==> config.mk <==
export PLATFORM = sky130hd
export DESIGN_NAME = user_flash_programmer_flat
export DESIGN_NICKNAME = d
export VERILOG_FILES = /design/src/rtl/user_flash_programmer_pkg.sv /design/src/rtl/user_flash_programmer_if.sv /design/src/rtl/user_flash_programmer_delay_timer.sv /design/src/rtl/user_flash_programmer.sv /design/src/flat_wrapper.sv
export SDC_FILE = /design/constraint.sdc
export NUM_CORES = 1
export LEC_CHECK = 0
export BUFFER_PORTS_ARGS = -buffer_cell sky130_fd_sc_hd__buf_2
export CAP_MARGIN = 20
export CELL_PAD_IN_SITES_DETAIL_PLACEMENT = 1
export CELL_PAD_IN_SITES_GLOBAL_PLACEMENT = 1
export CORE_ASPECT_RATIO = 1.1
export CORE_UTILIZATION = 36
export DETAILED_ROUTE_END_ITERATION = 10
export PLACE_DENSITY_LB_ADDON = 0.1
export SLEW_MARGIN = 10
export SYNTH_ARGS = -nofsm -noshare
export SYNTH_HDL_FRONTEND = slang
export SYNTH_SLANG_ARGS = --single-unit
==> constraint.sdc <==
create_clock -name clk -period 3.3 [get_ports clk]
set_input_delay 0.66 -clock clk [delete_from_list [all_inputs] [get_ports clk]]
set_output_delay 0.66 -clock clk [all_outputs]
set_load 0.01 [all_outputs]
==> src/rtl/user_flash_programmer_pkg.sv <==
// Shared definitions for the user flash programmer: FSM states, flash timing in ns and
// ns-to-cycle conversion. Defining FLASH_PROG_VERIFY_EN adds the read-back verify states.
package user_flash_pkg;

  localparam int unsigned TIMER_W = 26;

  localparam longint unsigned T_NVS   = 64'd5_000;
  localparam longint unsigned T_PGS   = 64'd10_000;
  localparam longint unsigned T_PROG  = 64'd16_000;
  localparam longint unsigned T_NVH   = 64'd5_000;
  localparam longint unsigned T_NVH1  = 64'd100_000;
  localparam longint unsigned T_RCV   = 64'd10_000;
  localparam longint unsigned T_RCVE  = 64'd50_000;
  localparam longint unsigned T_ERASE = 64'd120_000_000;

  typedef enum logic [3:0] {
    ST_IDLE,
    ST_SETUP,
    ST_PGS,
    ST_PROG,
    ST_PGH,
    ST_ERASE,
    ST_NVH,
    ST_RCV,
`ifdef FLASH_PROG_VERIFY_EN
    ST_VSEL,
    ST_VRD,
    ST_VCMP,
`endif
    ST_DONE
  } flash_state_e;

  // Returns the timer load value (cycles - 1) so a state lasts ceil(t*f) cycles, at least one.
  function automatic logic [TIMER_W-1:0] delay_load(input longint unsigned t_ns,
                                                    input int unsigned clk_hz);
    longint unsigned cycles;
    cycles = (t_ns * 64'(clk_hz) + 64'd999_999_999) / 64'd1_000_000_000;
    if (cycles == 64'd0) cycles = 64'd1;
    if (cycles > (64'd1 << TIMER_W)) cycles = 64'd1 << TIMER_W;
    return TIMER_W'(cycles - 64'd1);
  endfunction

endpackage

==> src/rtl/user_flash_programmer_if.sv <==
// Request/response bus between the flash arbiter (master) and the user flash programmer (slave).
interface user_flash_programmer_if;
  logic        select;
  logic        erase_sel;
  logic [3:0]  wstrb;
  logic [14:0] addr;
  logic [31:0] data_i;
  logic        ready;
  logic        busy;
  logic        error;

  modport master (
    output select, erase_sel, wstrb, addr, data_i,
    input  ready, busy, error
  );

  modport slave (
    input  select, erase_sel, wstrb, addr, data_i,
    output ready, busy, error
  );
endinterface

==> src/rtl/user_flash_programmer_delay_timer.sv <==
// Shared down-counter for all flash phase delays; done is high while the count is zero.
module flash_delay_timer
  import user_flash_pkg::*;
(
  input  logic               clk,
  input  logic               reset_n,
  input  logic               load,
  input  logic [TIMER_W-1:0] count,
  output logic               done
);

  logic [TIMER_W-1:0] cnt_q;
  logic [TIMER_W-1:0] cnt_d;

  always_comb begin
    cnt_d = cnt_q;
    if (load) begin
      cnt_d = count;
    end else if (cnt_q != '0) begin
      cnt_d = cnt_q - TIMER_W'(1);
    end
  end

  always_ff @(posedge clk or negedge reset_n) begin
    if (!reset_n) begin
      cnt_q <= '0;
    end else begin
      cnt_q <= cnt_d;
    end
  end

  assign done = (cnt_q == '0);

endmodule

==> src/rtl/user_flash_programmer.sv <==
// Word program / row erase sequencer for the user flash macro control pins.
// Optional read-back verify after program is built in with FLASH_PROG_VERIFY_EN.
module user_flash_programmer
  import user_flash_pkg::*;
#(
  parameter int unsigned CLK_FREQ = 27_000_000
) (
  input  logic                    clk,
  input  logic                    reset_n,
  user_flash_programmer_if.slave  bus,
  output logic                    xe,
  output logic                    ye,
  output logic                    se,
  output logic                    prog,
  output logic                    erase,
  output logic                    nvstr,
  output logic [8:0]              xadr,
  output logic [5:0]              yadr,
  output logic [31:0]             din,
  input  logic [31:0]             dout
);

  localparam logic [TIMER_W-1:0] LD_NVS   = delay_load(T_NVS,   CLK_FREQ);
  localparam logic [TIMER_W-1:0] LD_PGS   = delay_load(T_PGS,   CLK_FREQ);
  localparam logic [TIMER_W-1:0] LD_PROG  = delay_load(T_PROG,  CLK_FREQ);
  localparam logic [TIMER_W-1:0] LD_NVH   = delay_load(T_NVH,   CLK_FREQ);
  localparam logic [TIMER_W-1:0] LD_NVH1  = delay_load(T_NVH1,  CLK_FREQ);
  localparam logic [TIMER_W-1:0] LD_RCV   = delay_load(T_RCV,   CLK_FREQ);
  localparam logic [TIMER_W-1:0] LD_RCVE  = delay_load(T_RCVE,  CLK_FREQ);
  localparam logic [TIMER_W-1:0] LD_ERASE = delay_load(T_ERASE, CLK_FREQ);

  flash_state_e       state_q, state_d;
  logic [8:0]         row_q, row_d;
  logic [5:0]         col_q, col_d;
  logic [31:0]        data_q, data_d;
  logic               erase_op_q, erase_op_d;
  logic               err_q, err_d;

  logic               tmr_load;
  logic [TIMER_W-1:0] tmr_count;
  logic               tmr_done;

  flash_delay_timer u_timer (
    .clk     (clk),
    .reset_n (reset_n),
    .load    (tmr_load),
    .count   (tmr_count),
    .done    (tmr_done)
  );

  // Each timed state loads the timer for its own duration on the transition into it.
  always_comb begin
    state_d    = state_q;
    row_d      = row_q;
    col_d      = col_q;
    data_d     = data_q;
    erase_op_d = erase_op_q;
    err_d      = err_q;
    tmr_load   = 1'b0;
    tmr_count  = '0;

    unique case (state_q)
      ST_IDLE: begin
        if (bus.select) begin
          if (!bus.erase_sel && (bus.wstrb != 4'hF)) begin
            err_d   = 1'b1;
            state_d = ST_DONE;
          end else begin
            row_d      = bus.addr[14:6];
            col_d      = bus.addr[5:0];
            data_d     = bus.data_i;
            erase_op_d = bus.erase_sel;
            err_d      = 1'b0;
            state_d    = ST_SETUP;
            tmr_load   = 1'b1;
            tmr_count  = LD_NVS;
          end
        end
      end
      ST_SETUP: begin
        if (tmr_done) begin
          state_d   = ST_PGS;
          tmr_load  = 1'b1;
          tmr_count = erase_op_q ? '0 : LD_PGS;
        end
      end
      ST_PGS: begin
        if (tmr_done) begin
          state_d   = erase_op_q ? ST_ERASE : ST_PROG;
          tmr_load  = 1'b1;
          tmr_count = erase_op_q ? LD_ERASE : LD_PROG;
        end
      end
      ST_PROG: begin
        if (tmr_done) begin
          state_d   = ST_PGH;
          tmr_load  = 1'b1;
          tmr_count = '0;
        end
      end
      ST_PGH: begin
        if (tmr_done) begin
          state_d   = ST_NVH;
          tmr_load  = 1'b1;
          tmr_count = LD_NVH;
        end
      end
      ST_ERASE: begin
        if (tmr_done) begin
          state_d   = ST_NVH;
          tmr_load  = 1'b1;
          tmr_count = LD_NVH1;
        end
      end
      ST_NVH: begin
        if (tmr_done) begin
          state_d   = ST_RCV;
          tmr_load  = 1'b1;
          tmr_count = erase_op_q ? LD_RCVE : LD_RCV;
        end
      end
      ST_RCV: begin
        if (tmr_done) begin
`ifdef FLASH_PROG_VERIFY_EN
          state_d = erase_op_q ? ST_DONE : ST_VSEL;
`else
          state_d = ST_DONE;
`endif
        end
      end
`ifdef FLASH_PROG_VERIFY_EN
      ST_VSEL: state_d = ST_VRD;
      ST_VRD:  state_d = ST_VCMP;
      ST_VCMP: begin
        if (dout != data_q) err_d = 1'b1;
        state_d = ST_DONE;
      end
`endif
      ST_DONE: state_d = ST_IDLE;
      default: state_d = ST_IDLE;
    endcase
  end

  always_ff @(posedge clk or negedge reset_n) begin
    if (!reset_n) begin
      state_q    <= ST_IDLE;
      row_q      <= '0;
      col_q      <= '0;
      data_q     <= '0;
      erase_op_q <= 1'b0;
      err_q      <= 1'b0;
    end else begin
      state_q    <= state_d;
      row_q      <= row_d;
      col_q      <= col_d;
      data_q     <= data_d;
      erase_op_q <= erase_op_d;
      err_q      <= err_d;
    end
  end

  // Flash controls decode purely from the registered state, so reset clears them at once.
  always_comb begin
    xe    = 1'b0;
    ye    = 1'b0;
    se    = 1'b0;
    prog  = 1'b0;
    erase = 1'b0;
    nvstr = 1'b0;
    unique case (state_q)
      ST_SETUP: begin
        xe    = 1'b1;
        prog  = !erase_op_q;
        erase = erase_op_q;
      end
      ST_PGS: begin
        xe    = 1'b1;
        prog  = !erase_op_q;
        erase = erase_op_q;
        nvstr = 1'b1;
      end
      ST_PROG: begin
        xe    = 1'b1;
        ye    = 1'b1;
        prog  = 1'b1;
        nvstr = 1'b1;
      end
      ST_PGH: begin
        xe    = 1'b1;
        prog  = 1'b1;
        nvstr = 1'b1;
      end
      ST_ERASE: begin
        xe    = 1'b1;
        erase = 1'b1;
        nvstr = 1'b1;
      end
      ST_NVH: begin
        xe    = 1'b1;
        nvstr = 1'b1;
      end
      ST_RCV: xe = 1'b1;
`ifdef FLASH_PROG_VERIFY_EN
      ST_VSEL: begin
        xe = 1'b1;
        ye = 1'b1;
        se = 1'b1;
      end
      ST_VRD, ST_VCMP: begin
        xe = 1'b1;
        ye = 1'b1;
      end
`endif
      default: ;
    endcase
  end

  assign bus.busy  = (state_q != ST_IDLE);
  assign bus.ready = (state_q == ST_DONE);
  assign bus.error = (state_q == ST_DONE) && err_q;
  assign xadr      = row_q;
  assign yadr      = col_q;
  assign din       = data_q;

`ifndef FLASH_PROG_VERIFY_EN
  logic dout_unused;
  assign dout_unused = ^dout;
`endif

endmodule

==> src/flat_wrapper.sv <==
// flat-port wrapper written by rule: the top's interface ports become plain ports
module user_flash_programmer_flat import user_flash_pkg::*;
#(
  parameter int unsigned CLK_FREQ = 27_000_000
)
  (clk, reset_n, xe, ye, se, prog, erase, nvstr, xadr, yadr, din, dout, bus_select, bus_erase_sel, bus_wstrb, bus_addr, bus_data_i, bus_ready, bus_busy, bus_error);
  user_flash_programmer_if bus_i ();
  input  logic clk;
  input  logic reset_n;
  output logic xe;
  output logic ye;
  output logic se;
  output logic prog;
  output logic erase;
  output logic nvstr;
  output logic [8:0] xadr;
  output logic [5:0] yadr;
  output logic [31:0] din;
  input  logic [31:0] dout;
  input wire logic [$bits(bus_i.select)-1:0] bus_select;
  input wire logic [$bits(bus_i.erase_sel)-1:0] bus_erase_sel;
  input wire logic [$bits(bus_i.wstrb)-1:0] bus_wstrb;
  input wire logic [$bits(bus_i.addr)-1:0] bus_addr;
  input wire logic [$bits(bus_i.data_i)-1:0] bus_data_i;
  output wire logic [$bits(bus_i.ready)-1:0] bus_ready;
  output wire logic [$bits(bus_i.busy)-1:0] bus_busy;
  output wire logic [$bits(bus_i.error)-1:0] bus_error;
  assign bus_i.select = bus_select;
  assign bus_i.erase_sel = bus_erase_sel;
  assign bus_i.wstrb = bus_wstrb;
  assign bus_i.addr = bus_addr;
  assign bus_i.data_i = bus_data_i;
  assign bus_ready = bus_i.ready;
  assign bus_busy = bus_i.busy;
  assign bus_error = bus_i.error;
  user_flash_programmer #(.CLK_FREQ(CLK_FREQ)) u_core (.clk(clk), .reset_n(reset_n), .bus(bus_i), .xe(xe), .ye(ye), .se(se), .prog(prog), .erase(erase), .nvstr(nvstr), .xadr(xadr), .yadr(yadr), .din(din), .dout(dout));
endmodule
==> impl_metrics.yaml <==
clock_network:
  cts_tree: "yes"
  numCtsBuffers: 9
  clkTransAtPathRegs_ps: 60
  post_cts_buffers: 0
  clkLatencyLatePin_ps: 340
  clockBufferDepth: 2
  ctsHoldBuffers: 0
  numClockSinks: 79
  cts_resized: 0
  htree_levels: 3
  cts-root-buf: "clkbuf_16"
critical_path:
  crit_path_cell_trace: "nor3_1 > and3_1 > buf_2"
  slowest_delay_ps: 710
  critical_path_arrival_ps: 2000
  path_max_fanout: 17
  worstPathRequired_ps: 2640
  cp-end-kind: "primary output"
  startpoint_type: "flop"
  crit_path_top_delay_cell: "nor3_1"
  path_class: "flop to primary output"
global_route:
  first_global_vias: 3529
  grt_pass1_wl_mm: 17.6
  grt_overflow: 0
  grt_max_degree: 80
  antenna_found_initial: 0
  grt_usage: 0.201
logic_synthesis:
  synth_area_mm2: 0.00386
  synth_edf_count: 0
  ys_seq_area_frac: 0.512
  ys_ff_latch: 79
  synth-warning-count: 0
  syn_inst: 428
  synth_cell_types: 55
  async_flop_share: 1.00
  post_synth.cell_area_avg_um2: 9.02
  synthFlopType: "dfrtp_1"
  syn_nets: 517
timing:
  tns_ps: 0
  setup_violations: 0
  worst_pin_slew_ps: 761
  setup_ws_ps: 645
  fin_skew_ps: 5.49
  grt_setup_unrepaired: "no"
  hold_violations: 0
  max_freq_mhz: 377
  max_slew_margin: 0.489
  period_needed_ps: 2660
  slew_viol_final: 0
  worst_hold_slack_ps: 221
  min_period_over_period: 0.805
placed_design:
  place_inst: 667
  portBuffers: 109
  routabilityCongestion: 0.752
  post-place-ws_ps: 706
  hpwlAfterDp_mm: 7.20
final_layout:
  final_layout_size_suffix_gt1_frac: 0.283
  antenna_cells: 0
  area_growth_pct: 26.2
  fin_nets: 625
  layout.cells.non_filler: 684
  final_util: 0.469
routing:
  wirelength_mm: 10.3
  route.detailed.drc: 0
  dr_total_vias: 3338
  final_antenna_net_count: 0
  drt-pass1-iter-count: 4
  drt_iter0_markers: 136
  detail_route.wl_per_cell_um: 15.1
  vias_per_cell: 4.88
worst_hold_path:
  min_path_type: "primary input to asynchronous set/reset pin"
die:
  die_h_um: 111
  ioPinCount: 143
  dieArea_mm2: 0.0111
  core_mm2: 0.0104
  fp.dieW_um: 101
  start_util: 0.372
  num_rows: 39
status:
  status: "complete, no violations"
pwr:
  powerDensity_mw_per_mm2: 976
  power_leakage_nw: 2.54
  ir_worst_vdd_uv: 407
run:
  drv_cap: 0
-- worst max-delay path, delay by kind of cell, from the launching register on --
| kind | cells | cell delay (ps) |
|---|---|---|
| flops | 1 | 570 |
| buf+inv | 1 | 140 |
| simple gates | 2 | 950 |
-- final timing paths --
check                      cells past startpoint                  endpoint                    start  slack, ps
hold / removal                                 1  u_core.u_timer.cnt_q[23]                  reset_n        220
hold reg to reg                                2            u_core.din[20]           u_core.din[20]        470
setup / recovery                               3                 bus_error        u_core.state_q[0]        640
min in group clk                               2            u_core.din[20]           u_core.din[20]        470
setup reg to reg                               7   u_core.u_timer.cnt_q[4]  u_core.u_timer.cnt_q[1]        680
max in group asynchronous                      2            u_core.din[25]                  reset_n       2500
-- cell families (layout without fill, tap and decap cells) --
| family | count (synthesis) | in the layout | share of synthesized area |
|---|---|---|---|
| mux | 3 | 3 | 0.00810 |
| buf+inv | 27 | 140 | 0.0343 |
| simple gates | 250 | 250 | 0.308 |
| compound gates | 47 | 47 | 0.0875 |
| flops | 79 | 79 | 0.512 |
| fa+ha+maj | 2 | 2 | 0.00648 |
| other cells | 1 | 1 | 0.000971 |
| xor+xnor | 19 | 19 | 0.0431 |
-- cell type report --
class	instances	area [um^2]
timing repair buffer	120	651
clock buffer	13	280
inverter	4	15.0
sequential	79	1980
fill	1263	5520
tap	143	179
multi-input combinational	322	1760
clock inverter	3	15.0
-- state kept, by name (all words and copies together) (netlist names) --
register,count
u_core.din,32
u_core.erase_op_q,1
u_core.err_q,1
u_core.state_q,4
u_core.u_timer.cnt_q,26
u_core.xadr,9
u_core.yadr,6
-- cell usage in the layout (no fill, tap or decap), types with 4 or more instances in the layout --
master and count:
a21oi_1 8, and3_1 5, buf_2 108, buf_4 11, clkbuf_16 9, clkbuf_8 4
dfrtp_1 79, inv_1 4, nand2_1 158, nand2b_1 5, nand3_1 8, nor2_1 29
nor2b_1 6, nor3_1 7, nor4_2 5, o21ai_0 8, o21ai_1 5, o31ai_1 4
or3_1 5, xnor2_1 10, xor2_1 9
-- through the flow --
| stage | area (um^2) | power, mW |
|---|---|---|
| after detailed placement | 4550 | 3.82 |
| final | 4870 | 4.76 |
| after global routing | 4870 | 5.13 |
| after CTS | 4850 | 4.82 |
| after global placement | 4550 | 3.75 |
| after floorplan | 3860 | 3.15 |
-- routing by layer --
| layer | wire length (um) | track usage | vias up |
|---|---|---|---|
| met5 | 0 | 0 | - |
| met4 | 168 | 0.0812 | 0 |
| met3 | 410 | 0.0386 | 11 |
| met2 | 5100 | 0.332 | 59 |
| met1 | 4640 | 0.258 | 1627 |
| li1 | - | - | 1641 |
-- Yosys cell counts (3+ instances only) --
master / count / share of area
o21ai_1: 5 / 0.0065
nor3_1: 8 / 0.010
dfrtp_1: 79 / 0.51
o21ai_0: 8 / 0.010
and3_1: 5 / 0.0081
nor2b_1: 6 / 0.0097
nand2_1: 158 / 0.15
nor2_1: 29 / 0.028
nand2b_1: 5 / 0.0081
xor2_1: 9 / 0.020
nor4b_2: 3 / 0.012
nor4_2: 5 / 0.016
xnor2_1: 10 / 0.023
or4_4: 3 / 0.0087
nand3_1: 8 / 0.010
clkbuf_1: 17 / 0.017
nor4_1: 3 / 0.0049
buf_6: 3 / 0.0087
inv_1: 4 / 0.0039
a21oi_1: 8 / 0.010
o31ai_1: 4 / 0.0078
or3_1: 5 / 0.0081
-- where the power goes --
part	total [mW]	switching [mW]	internal [mW]
clock	0.967	0.380	0.588
combinational	2.04	1.18	0.858
sequential	1.75	0.352	1.40
total	4.76	1.92	2.84
No activity file was read; power rests on OpenSTA's default activity.
